`src/rtl/lane_hit_judge_pkg.sv`:
```
// -----------------------------------------------------------------------------
// lane_judge_pkg
//   Shared types and default constants for the lane hit judge.
//   - judge_code_t : judgment codes reported on judge_code
//   - lane_state_t : per-lane tracker state
//   - default window / scoring constants
//   - popcount32   : helper used to count simultaneous per-lane strobes
// -----------------------------------------------------------------------------
package lane_judge_pkg;

   localparam int LANES_DEF    = 4;
   localparam int H_W_DEF      = 10;
   localparam int H_IDLE_DEF   = 720;
   localparam int HIT_LO_DEF   = 600;
   localparam int HIT_HI_DEF   = 680;
   localparam int PERF_LO_DEF  = 630;
   localparam int PERF_HI_DEF  = 650;
   localparam int PTS_PERF_DEF = 3;
   localparam int PTS_GOOD_DEF = 1;
   localparam int SCORE_W_DEF  = 16;
   localparam int CNT_W_DEF    = 8;

   typedef enum logic [1:0] {
      J_NONE = 2'b00,
      J_GOOD = 2'b01,
      J_PERF = 2'b10,
      J_MISS = 2'b11
   } judge_code_t;

   typedef enum logic [1:0] {
      IDLE = 2'd0,
      FALL = 2'd1,
      DONE = 2'd2
   } lane_state_t;

   // Number of set bits; callers zero-extend lane vectors to 32 bits.
   function automatic logic [5:0] popcount32(input logic [31:0] v);
      logic [5:0] n;
      n = '0;
      for (int b = 0; b < 32; b++) begin
         n = n + {5'd0, v[b]};
      end
      return n;
   endfunction

endpackage

```
`src/rtl/lane_hit_judge_if.sv`:
```
// -----------------------------------------------------------------------------
// lane_hit_judge_if
//   Bus between the block generators / key inputs and the judge.
//   master : drives restart, stop_or_endgame, block_h, key; reads results
//   slave  : the judge; reads the inputs and drives judge_* and counters
//   block_h packs lane i at [i*H_W +: H_W].
// -----------------------------------------------------------------------------
interface lane_hit_judge_if #(
   parameter int LANES   = 4,
   parameter int H_W     = 10,
   parameter int SCORE_W = 16,
   parameter int CNT_W   = 8,
   parameter int LANE_W  = (LANES > 1) ? $clog2(LANES) : 1
);
   logic                   restart;
   logic                   stop_or_endgame;
   logic [LANES*H_W-1:0]   block_h;
   logic [LANES-1:0]       key;

   logic                   judge_valid;
   logic [LANE_W-1:0]      judge_lane;
   logic [1:0]             judge_code;
   logic [SCORE_W-1:0]     score;
   logic [CNT_W-1:0]       combo;
   logic [CNT_W-1:0]       max_combo;
   logic [CNT_W-1:0]       miss_cnt;

   modport master (
      output restart, stop_or_endgame, block_h, key,
      input  judge_valid, judge_lane, judge_code, score, combo, max_combo, miss_cnt
   );

   modport slave (
      input  restart, stop_or_endgame, block_h, key,
      output judge_valid, judge_lane, judge_code, score, combo, max_combo, miss_cnt
   );
endinterface

```
`src/rtl/lane_hit_judge_fsm.sv`:
```
// -----------------------------------------------------------------------------
// lane_judge_fsm
//   Tracks one lane's falling block and grades it.
//   Ports:
//     clk, rst_n   clock, synchronous active-low reset
//     clr_i        synchronous clear (same effect as reset)
//     freeze_i     hold state and previous height, suppress strobes
//     h_i          current block height for this lane
//     key_i        current key level; key_q_i is last cycle's level
//     good_o, perf_o, miss_o   one-cycle judgment strobes (combinational)
// -----------------------------------------------------------------------------
module lane_judge_fsm
   import lane_judge_pkg::*;
#(
   parameter int H_W     = H_W_DEF,
   parameter int H_IDLE  = H_IDLE_DEF,
   parameter int HIT_LO  = HIT_LO_DEF,
   parameter int HIT_HI  = HIT_HI_DEF,
   parameter int PERF_LO = PERF_LO_DEF,
   parameter int PERF_HI = PERF_HI_DEF
) (
   input  logic           clk,
   input  logic           rst_n,
   input  logic           clr_i,
   input  logic           freeze_i,
   input  logic [H_W-1:0] h_i,
   input  logic           key_i,
   input  logic           key_q_i,
   output logic           good_o,
   output logic           perf_o,
   output logic           miss_o
);

   localparam logic [H_W-1:0] IDLE_H  = H_W'(H_IDLE);
   localparam logic [H_W-1:0] HLO_H   = H_W'(HIT_LO);
   localparam logic [H_W-1:0] HHI_H   = H_W'(HIT_HI);
   localparam logic [H_W-1:0] PLO_H   = H_W'(PERF_LO);
   localparam logic [H_W-1:0] PHI_H   = H_W'(PERF_HI);

   lane_state_t    state_q, state_d;
   logic [H_W-1:0] prev_h_q;

   logic rise, respawn, in_hit, in_perf, past_hit;

   assign rise     = key_i & ~key_q_i;
   // Height only ever grows while a block falls, so a drop means a new block.
   assign respawn  = h_i < prev_h_q;
   assign in_hit   = (h_i >= HLO_H) && (h_i <= HHI_H);
   assign in_perf  = (h_i >= PLO_H) && (h_i <= PHI_H);
   assign past_hit = h_i > HHI_H;

   // State register
   always_ff @(posedge clk) begin
      if (!rst_n || clr_i) begin
         state_q  <= IDLE;
         prev_h_q <= IDLE_H;
      end else if (!freeze_i) begin
         state_q  <= state_d;
         prev_h_q <= h_i;
      end
   end

   // Next-state logic
   always_comb begin
      state_d = state_q;
      unique case (state_q)
         IDLE: if (h_i < IDLE_H) state_d = FALL;
         FALL: begin
            if (respawn)              state_d = FALL;
            else if (rise && in_hit)  state_d = DONE;
            else if (past_hit)        state_d = DONE;
         end
         DONE: begin
            if (respawn)              state_d = FALL;
            else if (h_i == IDLE_H)   state_d = IDLE;
         end
         default:                     state_d = IDLE;
      endcase
   end

   // Output logic: judgments only come out of FALL, in priority order.
   always_comb begin
      good_o = 1'b0;
      perf_o = 1'b0;
      miss_o = 1'b0;
      if (!freeze_i && state_q == FALL) begin
         if (respawn)                miss_o = 1'b1;
         else if (rise && in_perf)   perf_o = 1'b1;
         else if (rise && in_hit)    good_o = 1'b1;
         else if (past_hit)          miss_o = 1'b1;
      end
   end

endmodule

```
`src/rtl/lane_hit_judge.sv`:
```
// -----------------------------------------------------------------------------
// lane_hit_judge (top)
//   Grades falling blocks against player keys on every lane and keeps score.
//   Ports:
//     clk    block-tick clock (same as the block generators)
//     rst_n  synchronous active-low reset
//     bus    lane_hit_judge_if.slave:
//              in : restart, stop_or_endgame, block_h, key
//              out: judge_valid/lane/code (registered, one cycle after the
//                   sampled height/edge), score, combo, max_combo, miss_cnt
// -----------------------------------------------------------------------------
module lane_hit_judge
   import lane_judge_pkg::*;
#(
   parameter int LANES    = LANES_DEF,
   parameter int H_W      = H_W_DEF,
   parameter int H_IDLE   = H_IDLE_DEF,
   parameter int HIT_LO   = HIT_LO_DEF,
   parameter int HIT_HI   = HIT_HI_DEF,
   parameter int PERF_LO  = PERF_LO_DEF,
   parameter int PERF_HI  = PERF_HI_DEF,
   parameter int PTS_PERF = PTS_PERF_DEF,
   parameter int PTS_GOOD = PTS_GOOD_DEF,
   parameter int SCORE_W  = SCORE_W_DEF,
   parameter int CNT_W    = CNT_W_DEF
) (
   input  logic            clk,
   input  logic            rst_n,
   lane_hit_judge_if.slave bus
);

   localparam int LANE_W = (LANES > 1) ? $clog2(LANES) : 1;

   logic             clr;
   logic [LANES-1:0] key_q;
   logic [LANES-1:0] good, perf, miss;

   assign clr = bus.restart;

   // Key history keeps tracking while frozen so that a key already held when
   // the freeze ends does not look like a fresh press.
   always_ff @(posedge clk) begin
      if (!rst_n || clr) key_q <= '0;
      else               key_q <= bus.key;
   end

   for (genvar gi = 0; gi < LANES; gi++) begin : g_lane
      lane_judge_fsm #(
         .H_W     (H_W),
         .H_IDLE  (H_IDLE),
         .HIT_LO  (HIT_LO),
         .HIT_HI  (HIT_HI),
         .PERF_LO (PERF_LO),
         .PERF_HI (PERF_HI)
      ) u_fsm (
         .clk      (clk),
         .rst_n    (rst_n),
         .clr_i    (clr),
         .freeze_i (bus.stop_or_endgame),
         .h_i      (bus.block_h[gi*H_W +: H_W]),
         .key_i    (bus.key[gi]),
         .key_q_i  (key_q[gi]),
         .good_o   (good[gi]),
         .perf_o   (perf[gi]),
         .miss_o   (miss[gi])
      );
   end

   // Accumulators
   logic               valid_q, valid_d;
   logic [LANE_W-1:0]  lane_q, lane_d;
   logic [1:0]         code_q, code_d;
   logic [SCORE_W-1:0] score_q, score_d;
   logic [CNT_W-1:0]   combo_q, combo_d;
   logic [CNT_W-1:0]   max_q, max_d;
   logic [CNT_W-1:0]   miss_q, miss_d;

   logic [CNT_W-1:0]   n_good, n_perf, n_hit, n_miss;
   logic [SCORE_W:0]   pts, score_sum;
   logic [CNT_W:0]     combo_sum, miss_sum;

   always_comb begin
      n_good = CNT_W'(popcount32(32'(good)));
      n_perf = CNT_W'(popcount32(32'(perf)));
      n_miss = CNT_W'(popcount32(32'(miss)));
      n_hit  = n_good + n_perf;

      pts = ((SCORE_W+1)'(n_perf) * (SCORE_W+1)'(PTS_PERF))
          + ((SCORE_W+1)'(n_good) * (SCORE_W+1)'(PTS_GOOD));

      // Saturating adds: the carry-out bit selects all-ones.
      score_sum = {1'b0, score_q} + pts;
      score_d   = score_sum[SCORE_W] ? '1 : score_sum[SCORE_W-1:0];

      combo_sum = {1'b0, combo_q} + {1'b0, n_hit};
      if (n_miss != '0)          combo_d = '0;
      else if (combo_sum[CNT_W]) combo_d = '1;
      else                       combo_d = combo_sum[CNT_W-1:0];

      max_d = (combo_d > max_q) ? combo_d : max_q;

      miss_sum = {1'b0, miss_q} + {1'b0, n_miss};
      miss_d   = miss_sum[CNT_W] ? '1 : miss_sum[CNT_W-1:0];

      // Report the lowest-index judged lane: scan high to low, last write wins.
      valid_d = 1'b0;
      lane_d  = '0;
      code_d  = J_NONE;
      for (int i = LANES - 1; i >= 0; i--) begin
         if (good[i] || perf[i] || miss[i]) begin
            valid_d = 1'b1;
            lane_d  = LANE_W'(i);
            code_d  = miss[i] ? J_MISS : (perf[i] ? J_PERF : J_GOOD);
         end
      end
   end

   // While frozen the lane strobes are all zero, so every counter's next value
   // equals its current value and judge_valid drops without extra gating.
   always_ff @(posedge clk) begin
      if (!rst_n || clr) begin
         valid_q <= 1'b0;
         lane_q  <= '0;
         code_q  <= J_NONE;
         score_q <= '0;
         combo_q <= '0;
         max_q   <= '0;
         miss_q  <= '0;
      end else begin
         valid_q <= valid_d;
         lane_q  <= lane_d;
         code_q  <= code_d;
         score_q <= score_d;
         combo_q <= combo_d;
         max_q   <= max_d;
         miss_q  <= miss_d;
      end
   end

   assign bus.judge_valid = valid_q;
   assign bus.judge_lane  = lane_q;
   assign bus.judge_code  = code_q;
   assign bus.score       = score_q;
   assign bus.combo       = combo_q;
   assign bus.max_combo   = max_q;
   assign bus.miss_cnt    = miss_q;

endmodule

```
`src/flat_wrapper.sv`:
```
// flat-port wrapper written by rule: the top's interface ports become plain ports
module lane_hit_judge_flat import lane_judge_pkg::*;
#(
   parameter int LANES    = LANES_DEF,
   parameter int H_W      = H_W_DEF,
   parameter int H_IDLE   = H_IDLE_DEF,
   parameter int HIT_LO   = HIT_LO_DEF,
   parameter int HIT_HI   = HIT_HI_DEF,
   parameter int PERF_LO  = PERF_LO_DEF,
   parameter int PERF_HI  = PERF_HI_DEF,
   parameter int PTS_PERF = PTS_PERF_DEF,
   parameter int PTS_GOOD = PTS_GOOD_DEF,
   parameter int SCORE_W  = SCORE_W_DEF,
   parameter int CNT_W    = CNT_W_DEF
)
  (clk, rst_n, bus_restart, bus_stop_or_endgame, bus_block_h, bus_key, bus_judge_valid, bus_judge_lane, bus_judge_code, bus_score, bus_combo, bus_max_combo, bus_miss_cnt);
  lane_hit_judge_if #(.LANES(LANES), .H_W(H_W), .SCORE_W(SCORE_W), .CNT_W(CNT_W)) bus_i ();
  input  logic clk;
  input  logic rst_n;
  input wire logic [$bits(bus_i.restart)-1:0] bus_restart;
  input wire logic [$bits(bus_i.stop_or_endgame)-1:0] bus_stop_or_endgame;
  input wire logic [$bits(bus_i.block_h)-1:0] bus_block_h;
  input wire logic [$bits(bus_i.key)-1:0] bus_key;
  output wire logic [$bits(bus_i.judge_valid)-1:0] bus_judge_valid;
  output wire logic [$bits(bus_i.judge_lane)-1:0] bus_judge_lane;
  output wire logic [$bits(bus_i.judge_code)-1:0] bus_judge_code;
  output wire logic [$bits(bus_i.score)-1:0] bus_score;
  output wire logic [$bits(bus_i.combo)-1:0] bus_combo;
  output wire logic [$bits(bus_i.max_combo)-1:0] bus_max_combo;
  output wire logic [$bits(bus_i.miss_cnt)-1:0] bus_miss_cnt;
  assign bus_i.restart = bus_restart;
  assign bus_i.stop_or_endgame = bus_stop_or_endgame;
  assign bus_i.block_h = bus_block_h;
  assign bus_i.key = bus_key;
  assign bus_judge_valid = bus_i.judge_valid;
  assign bus_judge_lane = bus_i.judge_lane;
  assign bus_judge_code = bus_i.judge_code;
  assign bus_score = bus_i.score;
  assign bus_combo = bus_i.combo;
  assign bus_max_combo = bus_i.max_combo;
  assign bus_miss_cnt = bus_i.miss_cnt;
  lane_hit_judge #(.LANES(LANES), .H_W(H_W), .H_IDLE(H_IDLE), .HIT_LO(HIT_LO), .HIT_HI(HIT_HI), .PERF_LO(PERF_LO), .PERF_HI(PERF_HI), .PTS_PERF(PTS_PERF), .PTS_GOOD(PTS_GOOD), .SCORE_W(SCORE_W), .CNT_W(CNT_W)) u_core (.clk(clk), .rst_n(rst_n), .bus(bus_i));
endmodule
```
`config.mk`:
```
export PLATFORM = sky130hd
export DESIGN_NAME = lane_hit_judge_flat
export DESIGN_NICKNAME = d
export VERILOG_FILES = /design/src/rtl/lane_hit_judge_pkg.sv /design/src/rtl/lane_hit_judge_if.sv /design/src/rtl/lane_hit_judge_fsm.sv /design/src/rtl/lane_hit_judge.sv /design/src/flat_wrapper.sv
export SDC_FILE = /design/constraint.sdc
export NUM_CORES = 1
export LEC_CHECK = 0
export CORE_UTILIZATION = 55
export CTS_CLUSTER_SIZE = 24
export DETAILED_ROUTE_END_ITERATION = 8
export PLACE_DENSITY_LB_ADDON = 0.05
export SLEW_MARGIN = 15
export SYNTH_ARGS = -nofsm -noshare
export SYNTH_HDL_FRONTEND = slang
export SYNTH_HIERARCHICAL = 1
export SYNTH_SLANG_ARGS = --single-unit
export TNS_END_PERCENT = 5
```
`constraint.sdc`:
```
create_clock -name clk -period 8.2 [get_ports clk]
set_input_delay 1.23 -clock clk [delete_from_list [all_inputs] [get_ports clk]]
set_output_delay 1.23 -clock clk [all_outputs]
set_load 0.01 [all_outputs]
```
==> flow_results.xml <==
<?xml version="1.0" encoding="UTF-8"?>
<metrics>
  <group name="run_status">
    <metric name="run_status" unit="">complete, but fails checks</metric>
    <metric name="failing_checks" unit="">design-rule violations</metric>
  </group>
  <group name="logic_synthesis">
    <metric name="synth_cells" unit="">756</metric>
    <metric name="yosysWarnings" unit="">6</metric>
    <metric name="synth_enable_flop_cells" unit="">0</metric>
    <metric name="netlist_top_cells_area" unit="">dfxtp_1, ha_1, mux2i_1</metric>
    <metric name="synth.distinct_cells" unit="">62</metric>
    <metric name="synth_area" unit="µm²">6600</metric>
    <metric name="mappedNetlistNets" unit="">884</metric>
    <metric name="post_synth_most_frequent_cells" unit="">dfxtp_1, inv_1, ha_1</metric>
    <metric name="synthMostInstantiatedCell" unit="">dfxtp_1</metric>
    <metric name="synth-seq-cells" unit="">97</metric>
    <metric name="async_reset_ff_frac" unit="">0</metric>
    <metric name="post_synth_top_flop" unit="">dfxtp_1</metric>
    <metric name="synth_area_leader_cell" unit="">dfxtp_1</metric>
    <metric name="yosys.area.top_type_share" unit="">0.294</metric>
    <metric name="syn-mean-instance-area" unit="µm²">8.73</metric>
    <metric name="synth.yosys.seq_area_share" unit="">0.294</metric>
  </group>
  <group name="worst_setup_path">
    <metric name="data_required_time_at_the_worst_endpoint" unit="ns">8.44</metric>
    <metric name="critical_path_arrival" unit="ns">7.67</metric>
    <metric name="buf_inv_on_cp" unit="">2</metric>
    <metric name="critical_path_class" unit="">in2reg</metric>
    <metric name="crit_chain" unit="">clkdlybuf4s50_1 &gt; ha_1 &gt; and4_1 &gt; nand2_1 &gt; a21oi_1 &gt; a211oi_1 &gt; nor4_1 &gt; fa_1 &gt; ha_1 &gt; ha_1 &gt; fa_1 &gt; ha_1 &gt; inv_1 &gt; fa_1 &gt; nor2b_1 &gt; o21ai_0 &gt; xor2_1 &gt; and2_1 &gt; nor2_1 &gt; ha_1 &gt; a211oi_1 &gt; nor2_1 &gt; o31ai_4 &gt; mux2_2</metric>
    <metric name="crit_slowest_cell" unit="">nor4_1</metric>
    <metric name="path_delay_family" unit="">adder cells</metric>
    <metric name="crit_top_cell" unit="">ha_1</metric>
    <metric name="worst-r2r-setup-slack" unit="ns">1.89</metric>
    <metric name="setup.worst_path.end_class" unit="">flip-flop</metric>
    <metric name="crit_path_max_incr_delay" unit="ns">0.62</metric>
    <metric name="worst-path-max-fanout" unit="">8</metric>
    <metric name="critical_path_start_type" unit="">input port</metric>
  </group>
  <group name="drt">
    <metric name="dr.max_layer_used" unit="">met4</metric>
    <metric name="drt-vias-per-instance" unit="">5.87</metric>
    <metric name="routedWlPerCell" unit="µm">15.8</metric>
    <metric name="via_total_after_detailed_routing" unit="">5892</metric>
    <metric name="dr_wl_met2" unit="µm">7640</metric>
    <metric name="1st_pass_router_iterations" unit="">8</metric>
    <metric name="route.final.wire_length" unit="µm">15900</metric>
    <metric name="detailroute.wirelength.met3" unit="µm">689</metric>
    <metric name="final_antenna_net_count" unit="">0</metric>
    <metric name="drc" unit="">5</metric>
    <metric name="detail_route.wirelength.met1" unit="µm">7290</metric>
    <metric name="drt-initial-drc-count" unit="">349</metric>
  </group>
  <group name="power_and_ir_drop">
    <metric name="ir_worst_vdd" unit="V">0.000103</metric>
    <metric name="total_leakage_power" unit="µW">0.00342</metric>
    <metric name="power_density" unit="nW/µm²">143</metric>
  </group>
  <group name="floorplan">
    <metric name="floorplan.core_area" unit="µm²">11600</metric>
    <metric name="die_x" unit="µm">112</metric>
    <metric name="floorplan.die.height" unit="µm">112</metric>
    <metric name="boundaryPins" unit="">93</metric>
    <metric name="design.die.area" unit="µm²">12400</metric>
    <metric name="initial_core_util" unit="">0.571</metric>
    <metric name="floorplan_row_count" unit="">39</metric>
  </group>
  <group name="global_routing">
    <metric name="grt_remaining_overflow" unit="">0</metric>
    <metric name="grt_max_degree" unit="">30</metric>
    <metric name="grt_first_pass_wirelength" unit="µm">26700</metric>
    <metric name="grt_pass1_vias" unit="">5748</metric>
    <metric name="grt.total_usage" unit="">0.262</metric>
    <metric name="antenna_found_initial" unit="">0</metric>
  </group>
  <group name="placement">
    <metric name="finalWeightedCongestion" unit="">0.887</metric>
    <metric name="pre_cts_slack" unit="ns">0.511</metric>
    <metric name="dp_hpwl" unit="µm">11800</metric>
    <metric name="port_buffers" unit="">92</metric>
  </group>
  <group name="cts">
    <metric name="cts_max_level" unit="">3</metric>
    <metric name="clockBufferDepth" unit="">2</metric>
    <metric name="tritoncts_num_sinks" unit="">97</metric>
    <metric name="clk_root_buffer_cell" unit="">clkbuf_16</metric>
    <metric name="clkLatencyLatePin" unit="ns">0.35</metric>
    <metric name="cts_resized" unit="">0</metric>
    <metric name="post_cts_buffers" unit="">0</metric>
    <metric name="cts-buffers-inserted" unit="">9</metric>
    <metric name="clk_pin_slew_worst_paths" unit="ns">0.07</metric>
    <metric name="ctsHoldBuffers" unit="">0</metric>
    <metric name="cts_tree" unit="">yes</metric>
  </group>
  <group name="cells_and_area">
    <metric name="util_after_layout" unit="">0.696</metric>
    <metric name="num-nets-final" unit="">984</metric>
    <metric name="fillCellCount" unit="">978</metric>
    <metric name="areaGrowthSynthToFinish" unit="%">22.0</metric>
    <metric name="antenna-diode-count" unit="">0</metric>
    <metric name="drive_gt1_frac" unit="">0.0546</metric>
  </group>
  <group name="timing">
    <metric name="slew_headroom" unit="">0.493</metric>
    <metric name="rsz0062_at_grt" unit="">false</metric>
    <metric name="hold_violations" unit="">0</metric>
    <metric name="worst_slew_pin_slew" unit="ns">0.760</metric>
    <metric name="period_minus_slack" unit="ns">7.44</metric>
    <metric name="setup-violations-final" unit="">0</metric>
    <metric name="layout_setup_ws" unit="ns">0.762</metric>
    <metric name="finalClockSkew" unit="ns">0.00612</metric>
    <metric name="finalSetupTns" unit="ns">0</metric>
    <metric name="max_clock_freq" unit="GHz">0.134</metric>
    <metric name="final_max_slew_viol_count" unit="">0</metric>
    <metric name="period_share" unit="">0.907</metric>
    <metric name="fin_hold_ws" unit="ns">0.475</metric>
  </group>
  <group name="hold_path">
    <metric name="holdCritPathClass" unit="">reg2reg</metric>
  </group>
  <group name="flow_run">
    <metric name="cap_viol_max_count" unit="">0</metric>
  </group>
</metrics>
layout by cell type, fill, tap and decap left out, drive strengths merged, types with 14 or more instances in the layout:
cell type	netlist	layout
clkdlybuf4s50	0	91
inv	74	74
nor2b	16	16
nand2b	25	25
mux2i	47	47
dfxtp	97	97
nor3	14	14
o21ai	15	15
nor2	53	53
nand2	57	57
ha	68	68
a21oi	69	69
a21o	15	15
through the flow:
stage | cells | total power, µW | cell area [µm²]
floorplan | 756 | 582 | 6600
global placement | 988 | 643 | 7690
detailed placement | 988 | 647 | 7690
CTS | 1004 | 1160 | 8050
global route | 1004 | 1190 | 8050
finish | 1004 | 1150 | 8050
cell families after synthesis:
logic type / after synthesis / synth area share
compound gates: 182 / 0.191
xor+xnor: 13 / 0.0172
fa+ha+maj: 80 / 0.165
buf+inv: 86 / 0.0527
flops: 97 / 0.294
mux: 49 / 0.0747
simple gates: 249 / 0.205
final timing paths:
kind | from | cells past startpoint | endpoint
max | bus_block_h[39] | 24 | u_core/bus.max_combo[6]$_SDFFE_PP0N_
min | u_core/g_lane[1].u_fsm/prev_h_q[6]$_SDFFE_PP1N_ | 2 | u_core/g_lane[1].u_fsm/prev_h_q[6]$_SDFFE_PP1N_
max reg2reg | u_core/g_lane[3].u_fsm/prev_h_q[9]$_SDFFE_PP1N_ | 24 | u_core/bus.max_combo[6]$_SDFFE_PP0N_
min reg2reg | u_core/g_lane[1].u_fsm/prev_h_q[6]$_SDFFE_PP1N_ | 2 | u_core/g_lane[1].u_fsm/prev_h_q[6]$_SDFFE_PP1N_
worst reg2reg max path: stages (launching register included):
cell	delay [ns]
dfxtp_1	0.33
inv_1	0.05
ha_1	0.30
and4_1	0.25
nand2_1	0.07
a21oi_1	0.15
a211oi_1	0.11
nor4_1	0.62
fa_1	0.54
ha_1	0.20
ha_1	0.31
fa_1	0.51
ha_1	0.17
inv_1	0.06
fa_1	0.43
nor2b_1	0.17
o21ai_0	0.11
xor2_1	0.17
and2_1	0.17
nor2_1	0.08
ha_1	0.25
a211oi_1	0.25
nor2_1	0.14
o31ai_4	0.38
mux2_2	0.38
layer usage:
| layer | vias up | track usage |
|---|---|---|
| met3 | 26 | 0.0408 |
| met5 | - | 0 |
| met2 | 151 | 0.453 |
| met1 | 2782 | 0.329 |
| met4 | 0 | 0.0964 |
| li1 | 2933 | - |
report_power, final:
group	internal (µW)	total, µW	switching, µW
registers	480	485	5.13
logic	69.1	154	84.8
clock network	328	511	183
total	877	1150	272
flip-flops by register name (all words and copies together) (netlist names):
name                          count
u_core/g_lane.u_fsm/prev_h_q     40
u_core/bus.max_combo              8
u_core/bus.judge_valid            1
u_core/bus.miss_cnt               8
u_core/key_q                      4
u_core/bus.judge_lane             2
u_core/bus.combo                  8
u_core/g_lane.u_fsm/state_q       8
u_core/bus.judge_code             2
u_core/bus.score                 16
area by class of cell:
type                    instances  area (µm²)  area share
clock buffers                  10         229      0.0284
clock inverters                 6         130      0.0162
multi-input cells             573        4310       0.535
repair buffers                101         983       0.122
flip-flops and latches         97        1940       0.241
well taps                     143         179      0.0222
inverters                      74         278      0.0345
Power figures use the tool's default switching activity.
